`config.mk`:
```
export PLATFORM = sky130hd
export DESIGN_NAME = fp_addsub_operand_align
export DESIGN_NICKNAME = d
export VERILOG_FILES = /design/src/rtl/fp_addsub_operand_align.sv
export SDC_FILE = /design/constraint.sdc
export NUM_CORES = 1
export LEC_CHECK = 0
export CAP_MARGIN = 30
export CORE_MARGIN = 1
export CORE_UTILIZATION = 45
export CTS_CLUSTER_DIAMETER = 50
export CTS_CLUSTER_SIZE = 25
export DETAILED_ROUTE_END_ITERATION = 16
export DONT_BUFFER_PORTS = 1
export PLACE_DENSITY = 0.7
export REMOVE_ABC_BUFFERS = 1
export SETUP_SLACK_MARGIN = 0.05
export SYNTH_ARGS = -nofsm -noshare
export SYNTH_HDL_FRONTEND = slang
export SYNTH_SLANG_ARGS = --single-unit
export TNS_END_PERCENT = 1
```
`constraint.sdc`:
```
create_clock -name clk -period 12.1 [get_ports clk]
set_clock_uncertainty 0.05 [all_clocks]
set_input_delay 3.63 -clock clk [delete_from_list [all_inputs] [get_ports clk]]
set_output_delay 3.63 -clock clk [all_outputs]
set_load 0.005 [all_outputs]
```
`src/rtl/fp_addsub_operand_align.sv`:
```
// FP add/sub front end: unpack, order by magnitude, align smaller mantissa.
// Two-stage valid/ready pipeline producing guard/round/sticky bits.
module fp_addsub_operand_align #(
  parameter int DWIDTH   = 16,
  parameter int EXPONENT = 5,
  parameter int MANTISSA = 10
) (
  input  logic                clk,
  input  logic                rst,
  input  logic                in_valid,
  output logic                in_ready,
  input  logic [DWIDTH-1:0]   A,
  input  logic [DWIDTH-1:0]   B,
  input  logic                Ctrl,
  output logic                out_valid,
  input  logic                out_ready,
  output logic                Sa,
  output logic                Sb,
  output logic                CtrlO,
  output logic                MaxAB,
  output logic [EXPONENT-1:0] CExp,
  output logic [MANTISSA:0]   MaxM,
  output logic [MANTISSA:0]   MinM,
  output logic                G,
  output logic                R,
  output logic                S,
  output logic                InfNaN
);

  localparam int MAGW = DWIDTH - 1;
  localparam int WW   = MANTISSA + 4;
  localparam int SW   = $clog2(WW);

  localparam logic [EXPONENT-1:0] SatE =
    EXPONENT'(MANTISSA + 3);
  localparam logic [EXPONENT-1:0] ExpOne =
    EXPONENT'(1);

  logic advance;
  logic accept;

  assign advance  = ~out_valid | out_ready;
  assign in_ready = advance;
  assign accept   = in_valid & advance;

  logic [MAGW-1:0]     magA;
  logic [MAGW-1:0]     magB;
  logic [EXPONENT-1:0] expA;
  logic [EXPONENT-1:0] expB;
  logic                hidA;
  logic                hidB;
  logic [EXPONENT-1:0] effA;
  logic [EXPONENT-1:0] effB;
  logic [MANTISSA:0]   manA;
  logic [MANTISSA:0]   manB;
  logic                swap;
  logic [EXPONENT-1:0] maxE;
  logic [EXPONENT-1:0] minE;
  logic [EXPONENT-1:0] expDiff;
  logic [SW-1:0]       shiftC;
  logic                infC;

  assign magA = A[DWIDTH-2:0];
  assign magB = B[DWIDTH-2:0];
  assign expA = A[DWIDTH-2 -: EXPONENT];
  assign expB = B[DWIDTH-2 -: EXPONENT];
  assign hidA = |expA;
  assign hidB = |expB;
  assign effA = hidA ? expA : ExpOne;
  assign effB = hidB ? expB : ExpOne;
  assign manA = {hidA, A[MANTISSA-1:0]};
  assign manB = {hidB, B[MANTISSA-1:0]};

  // Equal magnitudes keep A as the larger operand.
  assign swap    = magB > magA;
  assign maxE    = swap ? effB : effA;
  assign minE    = swap ? effA : effB;
  assign expDiff = maxE - minE;
  assign shiftC  = (expDiff > SatE) ? SW'(SatE)
                                    : SW'(expDiff);
  assign infC    = (&expA) | (&expB);

  logic                v1;
  logic                s1Sa;
  logic                s1Sb;
  logic                s1Ctrl;
  logic                s1MaxAB;
  logic                s1Inf;
  logic [EXPONENT-1:0] s1Exp;
  logic [MANTISSA:0]   s1MaxM;
  logic [MANTISSA:0]   s1MinM;
  logic [SW-1:0]       s1Shift;

  always_ff @(posedge clk) begin
    if (!rst) begin
      v1      <= 1'b0;
      s1Sa    <= 1'b0;
      s1Sb    <= 1'b0;
      s1Ctrl  <= 1'b0;
      s1MaxAB <= 1'b0;
      s1Inf   <= 1'b0;
      s1Exp   <= '0;
      s1MaxM  <= '0;
      s1MinM  <= '0;
      s1Shift <= '0;
    end else if (advance) begin
      v1 <= accept;
      if (accept) begin
        s1Sa    <= A[DWIDTH-1];
        s1Sb    <= B[DWIDTH-1];
        s1Ctrl  <= Ctrl;
        s1MaxAB <= swap;
        s1Inf   <= infC;
        s1Exp   <= maxE;
        s1MaxM  <= swap ? manB : manA;
        s1MinM  <= swap ? manA : manB;
        s1Shift <= shiftC;
      end
    end
  end

  logic [WW-1:0]   ext;
  logic [2*WW-1:0] wide;
  logic [WW-1:0]   w;
  logic            lost;

  // Low half of the wide shift collects everything pushed past bit 0.
  assign ext  = {s1MinM, 3'b000};
  assign wide = {ext, {WW{1'b0}}} >> s1Shift;
  assign w    = wide[2*WW-1:WW];
  assign lost = |wide[WW-1:0];

  always_ff @(posedge clk) begin
    if (!rst) begin
      out_valid <= 1'b0;
      Sa        <= 1'b0;
      Sb        <= 1'b0;
      CtrlO     <= 1'b0;
      MaxAB     <= 1'b0;
      InfNaN    <= 1'b0;
      CExp      <= '0;
      MaxM      <= '0;
      MinM      <= '0;
      G         <= 1'b0;
      R         <= 1'b0;
      S         <= 1'b0;
    end else if (advance) begin
      out_valid <= v1;
      if (v1) begin
        Sa     <= s1Sa;
        Sb     <= s1Sb;
        CtrlO  <= s1Ctrl;
        MaxAB  <= s1MaxAB;
        InfNaN <= s1Inf;
        CExp   <= s1Exp;
        MaxM   <= s1MaxM;
        MinM   <= w[WW-1:3];
        G      <= w[2];
        R      <= w[1];
        S      <= w[0] | lost;
      end
    end
  end

endmodule

```
==> results of run 1 <==
sequential cells by signal, summed over array words and instances, names as in the netlist:
register and flops:
MaxM 11, s1Sa 1, s1Shift 4, R 1, s1Inf 1, s1MaxM 11
G 1, CtrlO 1, v1 1, Sb 1, s1MaxAB 1, s1Ctrl 1
S 1, s1MinM 11, InfNaN 1, s1Sb 1, MinM 11, out_valid 1
CExp 5, s1Exp 5, Sa 1, MaxAB 1
cell type report:
cell class,count,share of cell area [%]
Tap cell,108,3.20
Clock inverter,5,0.741
Sequential cell,73,34.6
Clock buffer,11,3.35
Multi-Input combinational cell,358,55.1
Timing Repair Buffer,5,0.889
Inverter,23,2.05
stage by stage:
stage          total power, mW  setup WS (ns)  cell area, µm²
2_1_floorplan            0.373           4.24            3870
6_report                 0.573           4.50            4220
5_1_grt                  0.605           4.45            4220
3_5_place_dp             0.402           4.50            4050
4_1_cts                  0.578           4.50            4220
3_3_place_gp             0.397           4.52            4050
cells by family (layout without fill, tap and decap cells):
kind of cell / Yosys count / after routing / share of synthesized area (%)
AND/OR/NAND/NOR: 166 / 166 / 18.5
AO/OA/AOI/OAI: 145 / 145 / 24.6
flip-flops: 73 / 73 / 36.2
buffers and inverters: 61 / 44 / 6.24
multiplexers: 24 / 24 / 7.45
adder cells (fa/ha/maj): 20 / 20 / 6.39
XOR/XNOR: 3 / 3 / 0.652
routing by layer:
| layer | GRT usage, % | vias to the layer above | share of wire, % | routed length (µm) |
|---|---|---|---|---|
| met5 | 0 | - | 0 | 0 |
| met1 | 26.9 | 1612 | 44 | 4220 |
| met3 | 6.36 | 9 | 7.8 | 746 |
| met2 | 33.1 | 103 | 47 | 4480 |
| met4 | 7.35 | 0 | 1.2 | 119 |
| li1 | - | 1718 | - | - |
layout by cell type (no fill, tap or decap), types with 8 or more instances in the layout:
cell,instances
sky130_fd_sc_hd__a211oi_1,15
sky130_fd_sc_hd__a21boi_0,28
sky130_fd_sc_hd__a21oi_1,16
sky130_fd_sc_hd__a311oi_1,14
sky130_fd_sc_hd__clkbuf_8,10
sky130_fd_sc_hd__dfxtp_1,73
sky130_fd_sc_hd__ha_1,19
sky130_fd_sc_hd__inv_1,23
sky130_fd_sc_hd__mux2_2,8
sky130_fd_sc_hd__mux2i_1,12
sky130_fd_sc_hd__nand2_1,73
sky130_fd_sc_hd__nor2_1,29
sky130_fd_sc_hd__nor2b_1,11
sky130_fd_sc_hd__nor3_1,31
sky130_fd_sc_hd__o21ai_0,39
worst paths after layout:
| check | startpoint | to | slack, ns | cells after the start |
|---|---|---|---|---|
| max | out_ready | in_ready | 4.50 | 2 |
| min | s1Inf$_SDFFE_PN0P_ | InfNaN$_SDFFE_PN0P_ | 0.40 | 2 |
| max reg2reg | s1Shift[0]$_SDFFE_PN0P_ | S$_SDFFE_PN0P_ | 9.61 | 4 |
| min reg2reg | s1Inf$_SDFFE_PN0P_ | InfNaN$_SDFFE_PN0P_ | 0.40 | 2 |
power groups by stage:
| stage | clock network (mW) | registers (mW) | logic [mW] |
|---|---|---|---|
| after global placement | 0 | 0.284 | 0.114 |
| after global routing | 0.189 | 0.282 | 0.134 |
| final | 0.175 | 0.279 | 0.119 |
| after floorplan | 0 | 0.278 | 0.0946 |
| after CTS | 0.180 | 0.279 | 0.119 |
| after detailed placement | 0 | 0.284 | 0.118 |
==> qor.yml, run 1 <==
status: "complete, no violations"
place.detailed.instances: 567
drive_gt1_share_pct: 7.16
power_density_mw_per_mm2: 136
dp.final_hpwl_um: 6170
num_vias: 3442
cts_tree: "built"
critical_path_required_ns: 8.42
floorplan.core_area_mm2: 0.00868
floorplan.io_pins: 74
clock_tree_sinks: 73
finalCoreUtilization_pct: 48.6
sequentialPowerShare_pct: 48.7
critPathMaxFanout: 5
max_slew_headroom_at_the_worst_pin_pct: 44.0
antenna_found_initial: 0
worstPathBufferInverterCount: 1
drt_pass1_iterations: 4
floorplan.die_area_mm2: 0.00934
worst-endpoint-arrival_ns: 3.92
ff_latch_area_mm2: 0.00146
worstHoldPathType: "reg2reg"
synth_sequential_area_ratio_pct: 36.2
synth_top_cell_by_area: "sky130_fd_sc_hd__dfxtp_1"
cts_inserted_buffers: 9
final-max-slew-violation-count: 0
cts_setup_buffers: 0
clk_pin_slew_ns: 0.09
routed_wire_length_per_instance_um: 16.4
multi_input_comb_area_mm2: 0.00233
globalplace.congestion: 0.840
grt_pass1_vias: 3275
slowest_delay_ns: 0.17
p_leak_nw: 1.60
path_cells: "nor2b_1, inv_1"
detail_route.iter0.violations: 178
hold_viol: 0
rsz0062_at_grt: "no"
p_switching_uw: 184
via_per_inst: 5.90
max-cap-violations: 0
slowest_stage: "sky130_fd_sc_hd__nor2b_1"
detail_route.wirelength_um: 9570
ys.warnings.count: 0
cts_repair_resize_count: 0
yosys_register_bits: 73
port_buffers: 0
synth_edf_count: 0
synthArstFlopShare_pct: 0
final_antenna_net_count: 0
cp_top_family: "simple AND/OR/NAND/NOR gates"
timing.setup.tns_ns: 0
synth.cells.most_frequent: "sky130_fd_sc_hd__dfxtp_1 (73), sky130_fd_sc_hd__nand2_1 (73), sky130_fd_sc_hd__o21ai_0 (39), sky130_fd_sc_hd__nor3_1 (31), sky130_fd_sc_hd__nor2_1 (29)"
synthesis.instances: 492
timing.final.crit_share_pct: 62.8
grt_pass1_wl_um: 16000
gr-total-overflow: 0
grt_start_max_net_pins: 75
syn-cell-area_mm2: 0.00403
area.growth.synth_to_final_pct: 4.65
final-setup-viol-count: 0
final_period_minus_worst_setup_slack_ns: 7.60
clk_latency_ns: 0.36
synth_area_leaders: "sky130_fd_sc_hd__dfxtp_1 (36%), sky130_fd_sc_hd__nand2_1 (6.8%), sky130_fd_sc_hd__ha_1 (5.9%)"
finish.net_count: 527
clockRootBuffer: "sky130_fd_sc_hd__clkbuf_8"
fmaxAchievable_ghz: 0.132
fillerInstances: 855
cell_internal_pwr_uw: 389
netlist-cell-type-count: 46
tightestPinTransition_ns: 0.839
netSwitchingFraction_pct: 32.0
grtUsageTotal_pct: 20.9
htree_levels: 3
floorplan.initialDensity_pct: 46.5
fin_worst_hold_slack_ns: 0.403
setup.worst_path.class: "in2out"
logic_gate_share_of_total_power_pct: 20.8
antennaDiodeCount: 0
die_width_um: 96.7
final_cells: 583
ir_worst_vdd_v: 0.0000508
floorplan.die.height_um: 96.7
synth_top_area_share_pct: 36.2
synth_flop_cell: "sky130_fd_sc_hd__dfxtp_1"
cts_hold_buffers: 0
clk_path_buf_depth: 2
rows: 34
synth.avg_cell_area_um2: 8.20
type_of_origin_of_the_critical_path: "input pin"
drc: 0
power_frac_clock_pct: 30.5
end_kind: "primary output"
(Power assumes the default switching activity.)
==> run 2, diff against run 1 <==
==> constraint.sdc (replaced) <==
create_clock -name clk -period 7.8 [get_ports clk]
set_clock_uncertainty 0.05 [all_clocks]
set_input_delay 2.34 -clock clk [delete_from_list [all_inputs] [get_ports clk]]
set_output_delay 2.34 -clock clk [all_outputs]
set_load 0.005 [all_outputs]
==> run 2 against run 1 <==
Compared with the run above:
- critical path type is now in2reg
- global-route usage is 0.21 points higher
- non-clock buffer count unchanged
- highest routed layer unchanged
- critical path depth up 13
- final cell count is the same
- routed wire length rose by 0.25%
- critical endpoint is now s1Shift[1]$_SDFFE_PN0P_
- power rose by 60%
- register-to-register slack worse by 4.3 ns
- worst setup slack got worse by 2.6 ns
- die area unchanged
- sequential share of layout area fell by 0.18 points
==> qor.yml, run 2 (synthesis gave the netlist of run 1 again) <==
status: "complete, no violations"
fmaxAchievable_ghz: 0.170
clk_path_buf_depth: 2
dp.final_hpwl_um: 6430
cts_repair_resize_count: 0
via_per_inst: 5.94
drt_pass1_iterations: 5
max-cap-violations: 0
p_leak_nw: 1.60
hold_viol: 0
floorplan.die.height_um: 96.7
antenna_found_initial: 0
power_density_mw_per_mm2: 216
final_antenna_net_count: 0
rows: 34
detail_route.iter0.violations: 163
floorplan.die_area_mm2: 0.00934
ff_latch_area_mm2: 0.00146
timing.final.crit_share_pct: 75.3
grtUsageTotal_pct: 21.1
grt_start_max_net_pins: 75
globalplace.congestion: 0.820
antennaDiodeCount: 0
ir_worst_vdd_v: 0.0000848
type_of_origin_of_the_critical_path: "input pin"
cts_hold_buffers: 0
cts_setup_buffers: 0
clockRootBuffer: "sky130_fd_sc_hd__clkbuf_8"
area.growth.synth_to_final_pct: 5.21
rsz0062_at_grt: "no"
pre_cts_ws_ns: 1.60
floorplan.core_area_mm2: 0.00868
cts_inserted_buffers: 9
grt_pass1_wl_um: 16200
fillerInstances: 892
routed_wire_length_per_instance_um: 16.5
grt_pass1_vias: 3253
worstHoldPathType: "reg2reg"
clk_pin_slew_ns: 0.08
final_period_minus_worst_setup_slack_ns: 5.87
detail_route.wirelength_um: 9590
worst-endpoint-arrival_ns: 6.10
critPathMaxFanout: 46
clk_latency_ns: 0.36
final-max-slew-violation-count: 0
critical_path_required_ns: 8.03
finalCoreUtilization_pct: 48.9
cts_tree: "built"
finish.net_count: 527
multi_input_comb_area_mm2: 0.00233
end_kind: "flop"
max_slew_headroom_at_the_worst_pin_pct: 44.7
setup.worst_path.class: "in2reg"
timing.setup.tns_ns: 0
floorplan.io_pins: 74
drive_gt1_share_pct: 7.16
clock_tree_sinks: 73
num_vias: 3463
most-common-layout-cells: "sky130_fd_sc_hd__dfxtp_1 (73), sky130_fd_sc_hd__nand2_1 (73), sky130_fd_sc_hd__o21ai_0 (39)"
htree_levels: 3
die_width_um: 96.7
port_buffers: 0
fin_ws_ns: 1.93
final-setup-viol-count: 0
gr-total-overflow: 0
tightestPinTransition_ns: 0.829
floorplan.initialDensity_pct: 46.5
drc: 0
[run 2: cell count changes in the layout (fill, tap and decap cells not counted)]
cell	previous run	this run
sky130_fd_sc_hd__bufinv_16	0	1
sky130_fd_sc_hd__inv_6	0	1
sky130_fd_sc_hd__clkbuf_8	10	9
sky130_fd_sc_hd__clkinvlp_4	1	2
sky130_fd_sc_hd__clkinv_2	3	1
[run 2: layer usage]
metal	global-route usage (%)	wire, µm	vias up
met5	0	0	-
met4	7.58	125	0
met3	4.99	557	11
met2	33.2	4510	87
met1	28.2	4400	1638
li1	-	-	1727
[run 2: through the flow]
| stage | hold WS [ns] | cells | power (mW) | area [µm²] |
|---|---|---|---|---|
| after floorplan | 0.388 | 454 | 0.579 | 3870 |
| after global placement | 0.398 | 567 | 0.617 | 4050 |
| after detailed placement | 0.404 | 567 | 0.625 | 4050 |
| after CTS | 0.417 | 583 | 0.927 | 4240 |
| after global routing | 0.434 | 583 | 0.973 | 4240 |
| final | 0.410 | 583 | 0.918 | 4240 |
[run 2: power breakdown]
| part | internal, mW | switching [mW] | total, mW |
|---|---|---|---|
| Clock | 0.149 | 0.151 | 0.300 |
| Combinational | 0.0815 | 0.103 | 0.185 |
| Sequential | 0.399 | 0.0338 | 0.433 |
| Total | 0.630 | 0.288 | 0.918 |
[run 2: area by class of cell]
cell class	instances	area share, %
Clock buffer	10	3.01
Clock inverter	6	1.59
Sequential cell	73	34.4
Inverter	23	2.03
Tap cell	108	3.18
Multi-Input combinational cell	358	54.9
Timing Repair Buffer	5	0.885
[run 2: path summary, 6_finish.rpt]
kind / start / endpoint / slack, ns / cells past startpoint
min: s1Exp[4]$_SDFFE_PN0P_ / CExp[4]$_SDFFE_PN0P_ / 0.41 / 2
max: A[14] / s1Shift[1]$_SDFFE_PN0P_ / 1.93 / 15
min reg2reg: s1Exp[4]$_SDFFE_PN0P_ / CExp[4]$_SDFFE_PN0P_ / 0.41 / 2
max reg2reg: s1Shift[0]$_SDFFE_PN0P_ / S$_SDFFE_PN0P_ / 5.31 / 4
[run 2: critical path, stage by stage]
cell	delay, ns
sky130_fd_sc_hd__inv_1	0.03
sky130_fd_sc_hd__ha_1	0.34
sky130_fd_sc_hd__and4_1	0.27
sky130_fd_sc_hd__nand3_1	0.14
sky130_fd_sc_hd__o21bai_1	0.22
sky130_fd_sc_hd__a21oi_4	0.50
sky130_fd_sc_hd__buf_4	0.51
sky130_fd_sc_hd__mux2_2	0.42
sky130_fd_sc_hd__fa_1	0.43
sky130_fd_sc_hd__inv_1	0.07
sky130_fd_sc_hd__a21o_1	0.10
sky130_fd_sc_hd__a21oi_1	0.07
sky130_fd_sc_hd__xnor2_1	0.19
sky130_fd_sc_hd__a2111o_1	0.30
sky130_fd_sc_hd__a21boi_0	0.15
